`config.mk`:
```
export PLATFORM = sky130hd
export DESIGN_NAME = fp_normalize_pack
export DESIGN_NICKNAME = d
export VERILOG_FILES = /design/src/rtl/fp_normalize_pack.sv
export SDC_FILE = /design/constraint.sdc
export NUM_CORES = 1
export LEC_CHECK = 0
export CAP_MARGIN = 20
export CELL_PAD_IN_SITES_DETAIL_PLACEMENT = 1
export CELL_PAD_IN_SITES_GLOBAL_PLACEMENT = 1
export CORE_MARGIN = 2
export CORE_UTILIZATION = 42
export CTS_CLUSTER_DIAMETER = 120
export DETAILED_ROUTE_END_ITERATION = 7
export GPL_TIMING_DRIVEN = 0
export PLACE_DENSITY_LB_ADDON = 0.1
export SETUP_SLACK_MARGIN = 0.5
export SYNTH_ARGS = -nofsm -noshare
export SYNTH_HDL_FRONTEND = slang
export SYNTH_SLANG_ARGS = --single-unit
```
`constraint.sdc`:
```
create_clock -name Clock -period 5.12 [get_ports Clock]
set_input_delay 1.024 -clock Clock [delete_from_list [all_inputs] [get_ports Clock]]
set_output_delay 1.024 -clock Clock [all_outputs]
set_load 0.02 [all_outputs]
```
`src/rtl/fp_normalize_pack.sv`:
```
// FP add/sub back end: normalise the raw mantissa sum, round to nearest-even
// and pack an IEEE-754 single-precision word through a two-stage pipeline.
module fp_normalize_pack #(
  parameter int DataSize     = 32,
  parameter int FractionSize = 23,
  parameter int ExponentSize = 8,
  parameter int SumSize      = 28
) (
  input  logic                    Clock,
  input  logic                    Reset,
  input  logic                    InValid,
  output logic                    InReady,
  input  logic                    InSign,
  input  logic [ExponentSize-1:0] InExponent,
  input  logic [SumSize-1:0]      InSum,
  output logic                    OutValid,
  input  logic                    OutReady,
  output logic [DataSize-1:0]     Result,
  output logic                    Overflow,
  output logic                    Underflow,
  output logic                    Zero
);

  localparam int NW = SumSize - 1;
  localparam int EW = ExponentSize + 2;
  localparam int LW = $clog2(NW);
  localparam logic signed [EW-1:0] EMAX  = EW'((1 << ExponentSize) - 1);
  localparam logic signed [EW-1:0] EZERO = '0;

  logic                 a_valid_q;
  logic                 a_sign_q;
  logic signed [EW-1:0] a_exp_q;
  logic [NW-1:0]        a_man_q;

  logic                 b_valid_q;
  logic [DataSize-1:0]  b_res_q;
  logic                 b_ovf_q;
  logic                 b_unf_q;
  logic                 b_zero_q;

  logic b_load;
  assign b_load  = ~b_valid_q | OutReady;
  assign InReady = ~a_valid_q | b_load;

  logic signed [EW-1:0] e_in;
  logic [LW-1:0]        lz;
  logic                 hit;
  logic [NW-1:0]        a_man_d;
  logic signed [EW-1:0] a_exp_d;

  assign e_in = $signed({2'b00, InExponent});

  always_comb begin
    lz  = '0;
    hit = 1'b0;
    for (int i = NW - 1; i >= 0; i--) begin
      if (!hit && InSum[i]) begin
        lz  = LW'(NW - 1 - i);
        hit = 1'b1;
      end
    end
  end

  always_comb begin
    a_man_d = '0;
    a_exp_d = e_in;
    if (InSum[SumSize-1]) begin
      a_man_d = {InSum[SumSize-1:2], InSum[1] | InSum[0]};
      a_exp_d = e_in + EW'(1);
    end else begin
      a_man_d = InSum[NW-1:0] << lz;
      a_exp_d = e_in - EW'(lz);
    end
  end

  always_ff @(posedge Clock or posedge Reset) begin
    if (Reset) begin
      a_valid_q <= 1'b0;
      a_sign_q  <= 1'b0;
      a_exp_q   <= '0;
      a_man_q   <= '0;
    end else if (InReady) begin
      a_valid_q <= InValid;
      if (InValid) begin
        a_sign_q <= InSign;
        a_exp_q  <= a_exp_d;
        a_man_q  <= a_man_d;
      end
    end
  end

  logic                    rnd;
  logic                    fcarry;
  logic [FractionSize-1:0] frac_r;
  logic signed [EW-1:0]    e_r;
  logic [DataSize-1:0]     res_d;
  logic                    ovf_d;
  logic                    unf_d;
  logic                    zero_d;
  logic                    is_zero;

  // A normalised non-zero mantissa always has its leading one at the top bit.
  assign is_zero = ~a_man_q[NW-1];
  assign rnd     = a_man_q[2] & (a_man_q[1] | a_man_q[0] | a_man_q[3]);
  assign {fcarry, frac_r} =
    {1'b0, a_man_q[NW-2:3]} + (FractionSize + 1)'(rnd);
  assign e_r = a_exp_q + EW'(fcarry);

  always_comb begin
    res_d  = '0;
    ovf_d  = 1'b0;
    unf_d  = 1'b0;
    zero_d = 1'b0;
    if (is_zero) begin
      zero_d = 1'b1;
    end else if (e_r <= EZERO) begin
      res_d = {a_sign_q, {(DataSize-1){1'b0}}};
      unf_d = 1'b1;
    end else if (e_r >= EMAX) begin
      res_d = {a_sign_q, {ExponentSize{1'b1}}, {FractionSize{1'b0}}};
      ovf_d = 1'b1;
    end else begin
      res_d = {a_sign_q, e_r[ExponentSize-1:0], frac_r};
    end
  end

  always_ff @(posedge Clock or posedge Reset) begin
    if (Reset) begin
      b_valid_q <= 1'b0;
      b_res_q   <= '0;
      b_ovf_q   <= 1'b0;
      b_unf_q   <= 1'b0;
      b_zero_q  <= 1'b0;
    end else if (b_load) begin
      b_valid_q <= a_valid_q;
      if (a_valid_q) begin
        b_res_q  <= res_d;
        b_ovf_q  <= ovf_d;
        b_unf_q  <= unf_d;
        b_zero_q <= zero_d;
      end
    end
  end

  assign OutValid  = b_valid_q;
  assign Result    = b_res_q;
  assign Overflow  = b_ovf_q;
  assign Underflow = b_unf_q;
  assign Zero      = b_zero_q;

endmodule

```
==> results.txt <==
- Critical path's largest stage delay: 0.60 ns
- Net Switching: 809.9 uW
- Initial antenna violation count: 0
- Measured along the y axis, the die boundary spans 121.6 um.
- CTS tree: built
- The detail route stage leaves a number of antenna-violating nets equal to 0.
- Synthesis produced a netlist whose cell count is 719.
- Post-Place Setup Slack: -0.5496 ns
- The worst hold path was traced through 2 stages.
* Bufs on Longest Clock Path: 2
* Crit Path Category: in -> reg
* Net switching share of the total power: 0.3722
- In this run the horizontal extent of the chip is about 120 um.
- The worst register-to-register path ends at Result[19].
- CTS Root Cell: sky130_fd_sc_hd__clkbuf_16
- Hold Path Origin: Result[2]
- Measured against its own limit, the worst slew margin works out to 0.3999.
* Number of nets in the layout: 871
- Of the post-synthesis cell area, the part taken by muxes is 0.05065.
- STA classifies the critical path endpoint as a register.
- Hold slack final: 0.4765 ns
- Final hold viol count: 0
- Half-perimeter wire length after placement: 18.17 mm
- Upper clock frequency limit: 221.3 MHz
* Layout area overhead: 25.58%
- For this run, the number of standard cells in the final layout without fillers is 1000.
* Clock transition at the register clock pins on the worst setup and hold paths after CTS: 0.06 ns
* Total number of clock tree sinks: 75
* Routed vias: ~6300
* Synthesized-area fraction occupied by ao, oa, aoi and oai cells: 0.2636
- Across the run, the number of max-cap violations was 0.
- Of the total synthesized cell area, the portion taken by full adders, half adders and majority gates is 0.02284.
- Post-synth EDFFs: 0
- For the pin with the worst max-slew slack, the measured transition is roughly 0.9 ns.
- Post-route DRC violation count: 0
- Comb pwr share: 0.365
- After detailed placement, the design holds a cell count of around 970.
* Pwr dens: 298.5 nW/um2
- Boundary Pins: 78
- Wire length after detailed routing: 24.34 mm
- Largest family of logic cells by synthesized area: compound AO/OA/AOI/OAI gates
- Share of layout cells above drive strength 1: 0.1092
- Critical-path top delay cell: sky130_fd_sc_hd__o32ai_4
* Critical path cell sequence: clkdlybuf4s50_1 -> nor4_4 -> buf_4 -> nand3_1 -> o32ai_4 -> inv_2 -> ha_1 -> a21oi_1 -> o21ai_0 -> nor3_1 -> a41oi_1 -> xor2_1 -> o21ai_1
- Counting flops and latches in the post-synthesis netlist gives 75.
- The number of global-route vias before repair came to 6479.
- Post-synthesis sequential area ratio: 0.3233
- Summing every instance area after synthesis gives 5806 um2.
- Synthesized net count: 770
- In the global route stage, overall resource usage came out at 0.3274.
* Detailed router's first-iteration violation count: 496
* Effective utilization at floorplan: 0.4349
- Min setup slack post-route: between 0.6 and 0.7 ns
* Maximum number of pins on one net before global-route repair: 76
- Number of rows created at floorplan: 42
- CP Data Required Time: 5.32 ns
- Post-Synth XOR/XNOR Area: 0.05884
* Flop-to-flop setup slack: 0.76 ns
- Of the total synthesized cell area, the portion taken by AND, OR, NAND and NOR gates is 0.2334.
* Clock period minus final worst setup slack: 4.520 ns
- Data arrives at the worst endpoint at 4.72 ns.
* Unrepaired setup endpoints after global routing: yes
- The number of hold buffers added after CTS was 0.
* Detailed Routing Iterations Pass 1: 5
- Sequential share of power: 0.371
- Warnings, synthesis: 0
- Number of endpoints failing setup at the final stage: 0
- The core region is about 13000 um2.
- Largest driver fanout on the critical path: 10
- The clock tree synthesis step divided the H-tree into 3 levels.
* RePlAce Congestion: 0.9763
- Final max-slew violation count: 0
- Capture endpoint of the worst hold path: Result[2]
- Global routing finished with a remaining overflow of 0.
- Clock skew on the completed layout was measured at 0.009458 ns.
- Among all flip-flop cells after synthesis, the most frequent one is sky130_fd_sc_hd__dfrtp_1.
* Share of the cycle needed by the critical path after routing: 0.8827
* Class of the tightest hold or removal check: reg -> reg
* Netlist cell types: 79
- 0 antenna diodes ended up in the layout.
* Number of fill cells: 1629
- Num CTS Buffers: 9
* Cells on worst reg2reg path: 19
- Skew-Pair Late Insertion Delay: 0.34 ns
- Startpoint kind of the worst setup timing path: input pin
- The floorplan step defined a die boundary enclosing 14780 um2.
- VDD IR-drop max: about 0.00013 V
- The first global-routing pass estimated 36.76 mm of wire.
- Dividing the detail-routed wire length by the instance count gives 24.34 um.
- Status: complete, no violations
* Via count normalized by instance count: 6.334
- The internal power of the cells totals 1.366 mW.
* Critical register-to-register path startpoint: a_man_q[11]
- In this run the mean area of a mapped cell was 8.075 um2.
* Leakage power figure: approximately 3.1 nW
- During placement, the flow inserted port buffers numbering 74.
- Fraction of synthesis flops using an asynchronous set or reset pin: 1.000
- Of the total power, the clock network draws 0.263.
[cell usage in the layout (no fill, tap or decap), types with 12 or more instances in the layout]
master / instances
sky130_fd_sc_hd__mux2i_1: 26
sky130_fd_sc_hd__xnor2_1: 19
sky130_fd_sc_hd__nor3_1: 16
sky130_fd_sc_hd__dlymetal6s2s_1: 12
sky130_fd_sc_hd__nand2_1: 111
sky130_fd_sc_hd__clkdlybuf4s50_1: 62
sky130_fd_sc_hd__buf_4: 17
sky130_fd_sc_hd__clkbuf_1: 18
sky130_fd_sc_hd__inv_1: 21
sky130_fd_sc_hd__a21oi_1: 44
sky130_fd_sc_hd__nand3_1: 25
sky130_fd_sc_hd__xor2_1: 19
sky130_fd_sc_hd__nor2_1: 70
sky130_fd_sc_hd__o21ai_0: 50
sky130_fd_sc_hd__dfrtp_1: 75
sky130_fd_sc_hd__o22ai_1: 12
[state kept, by name, indices dropped and copies added (netlist names)]
name,flops
OutValid,1
Overflow,1
Result,32
Underflow,1
Zero,1
a_exp_q,10
a_man_q,27
a_sign_q,1
a_valid_q,1
[worst max path at each step]
| stage | from | to | slack, ns | cells after the start |
|---|---|---|---|---|
| floorplan | InSum[12] | a_exp_q[7] | 1.19 | 15 |
| global placement | InSum[9] | a_exp_q[7] | -0.34 | 15 |
| detailed placement | InSum[17] | a_exp_q[7] | -0.55 | 15 |
| CTS | InSum[22] | a_exp_q[7] | 0.46 | 18 |
| global route | InSum[25] | a_exp_q[7] | 0.42 | 14 |
| finish | InSum[3] | a_exp_q[7] | 0.60 | 13 |
[cell type report]
cell class / count / area (um2) / share of cell area
clock inverters: 5 / 30.03 / 0.004119
clock buffers: 10 / 239.0 / 0.03278
repair buffers: 90 / 890.9 / 0.1222
inverters: 25 / 96.34 / 0.01321
multi-input cells: 581 / 3741 / 0.5131
well taps: 176 / 220.2 / 0.03020
flip-flops and latches: 75 / 1877 / 0.2574
plain buffers: 38 / 196.4 / 0.02694
[worst max-delay path: cells and delay by family]
kind / cells / cell delay (ns)
XOR/XNOR: 1 / 0.19
AO/OA/AOI/OAI: 5 / 1.33
buffers and inverters: 3 / 1.05
AND/OR/NAND/NOR: 3 / 0.70
adder cells (fa/ha/maj): 1 / 0.41
[per-layer routing]
layer / global-route usage / wire length [um] / share of wire / vias to the layer above
met3: 0.04588 / 1304 / 0.054 / 63
met5: 0 / 0 / 0 / -
met1: 0.4225 / 10350 / 0.43 / 3179
met4: 0.1221 / 878 / 0.036 / 0
li1: - / - / - / 2835
met2: 0.5590 / 11810 / 0.49 / 257
[through the flow]
step / TNS, ns / util / cell area [um2] / power (mW)
5_1_grt: 0 / 0.5462 / 7291 / 2.278
6_report: 0 / 0.5462 / 7291 / 2.176
3_3_place_gp: -1.531 / 0.5069 / 6766 / 1.534
4_1_cts: 0 / 0.5314 / 7093 / 2.153
3_5_place_dp: -2.648 / 0.5071 / 6769 / 1.573
2_1_floorplan: 0 / - / 5806 / 1.221
[cell families (layout without fill, tap and decap cells)]
| logic type | Yosys count | count (layout) |
|---|---|---|
| AND/OR/NAND/NOR | 284 | 284 |
| AO/OA/AOI/OAI | 219 | 219 |
| flip-flops | 75 | 75 |
| buffers and inverters | 63 | 168 |
| XOR/XNOR | 39 | 39 |
| multiplexers | 29 | 29 |
| adder cells (fa/ha/maj) | 10 | 10 |
[timing repair]
action | CTS | global route
pin swaps | 2 | 8
gates resized for setup | 9 | 30
buffers inserted | 1 | 15
setup endpoints to repair | 28 | 30
[power groups by stage]
stage                     Combinational [mW]  Sequential (mW)  Clock, mW
after floorplan                        0.352            0.869          0
after global placement                 0.733            0.800          0
after detailed placement               0.759            0.814          0
after CTS                              0.772            0.805      0.576
after global routing                   0.852            0.819      0.607
final                                  0.795            0.808      0.573
[cells in the mapped netlist (6+ instances only)]
master / count / area share
sky130_fd_sc_hd__nor2b_1: 6 / 0.0065
sky130_fd_sc_hd__o221ai_1: 6 / 0.0091
sky130_fd_sc_hd__buf_2: 10 / 0.0086
sky130_fd_sc_hd__a22o_1: 7 / 0.011
sky130_fd_sc_hd__o211ai_1: 11 / 0.014
sky130_fd_sc_hd__o21ai_1: 6 / 0.0052
sky130_fd_sc_hd__mux2i_1: 26 / 0.045
sky130_fd_sc_hd__nor2_1: 70 / 0.045
sky130_fd_sc_hd__ha_1: 9 / 0.019
sky130_fd_sc_hd__a21oi_1: 44 / 0.038
sky130_fd_sc_hd__nor3_1: 17 / 0.015
sky130_fd_sc_hd__nand2_1: 111 / 0.072
sky130_fd_sc_hd__a21o_1: 11 / 0.014
sky130_fd_sc_hd__a31oi_1: 9 / 0.0097
sky130_fd_sc_hd__a221oi_1: 6 / 0.0091
sky130_fd_sc_hd__clkbuf_1: 22 / 0.014
sky130_fd_sc_hd__inv_1: 22 / 0.014
sky130_fd_sc_hd__o21ai_0: 51 / 0.044
sky130_fd_sc_hd__xor2_1: 20 / 0.030
sky130_fd_sc_hd__nand4_1: 10 / 0.011
sky130_fd_sc_hd__o22ai_1: 12 / 0.013
sky130_fd_sc_hd__xnor2_1: 19 / 0.029
sky130_fd_sc_hd__a22oi_1: 6 / 0.0078
sky130_fd_sc_hd__and3_1: 7 / 0.0075
sky130_fd_sc_hd__nand3_1: 26 / 0.022
sky130_fd_sc_hd__dfrtp_1: 75 / 0.32
sky130_fd_sc_hd__nand2b_1: 7 / 0.0075
(Power assumes the default switching activity.)
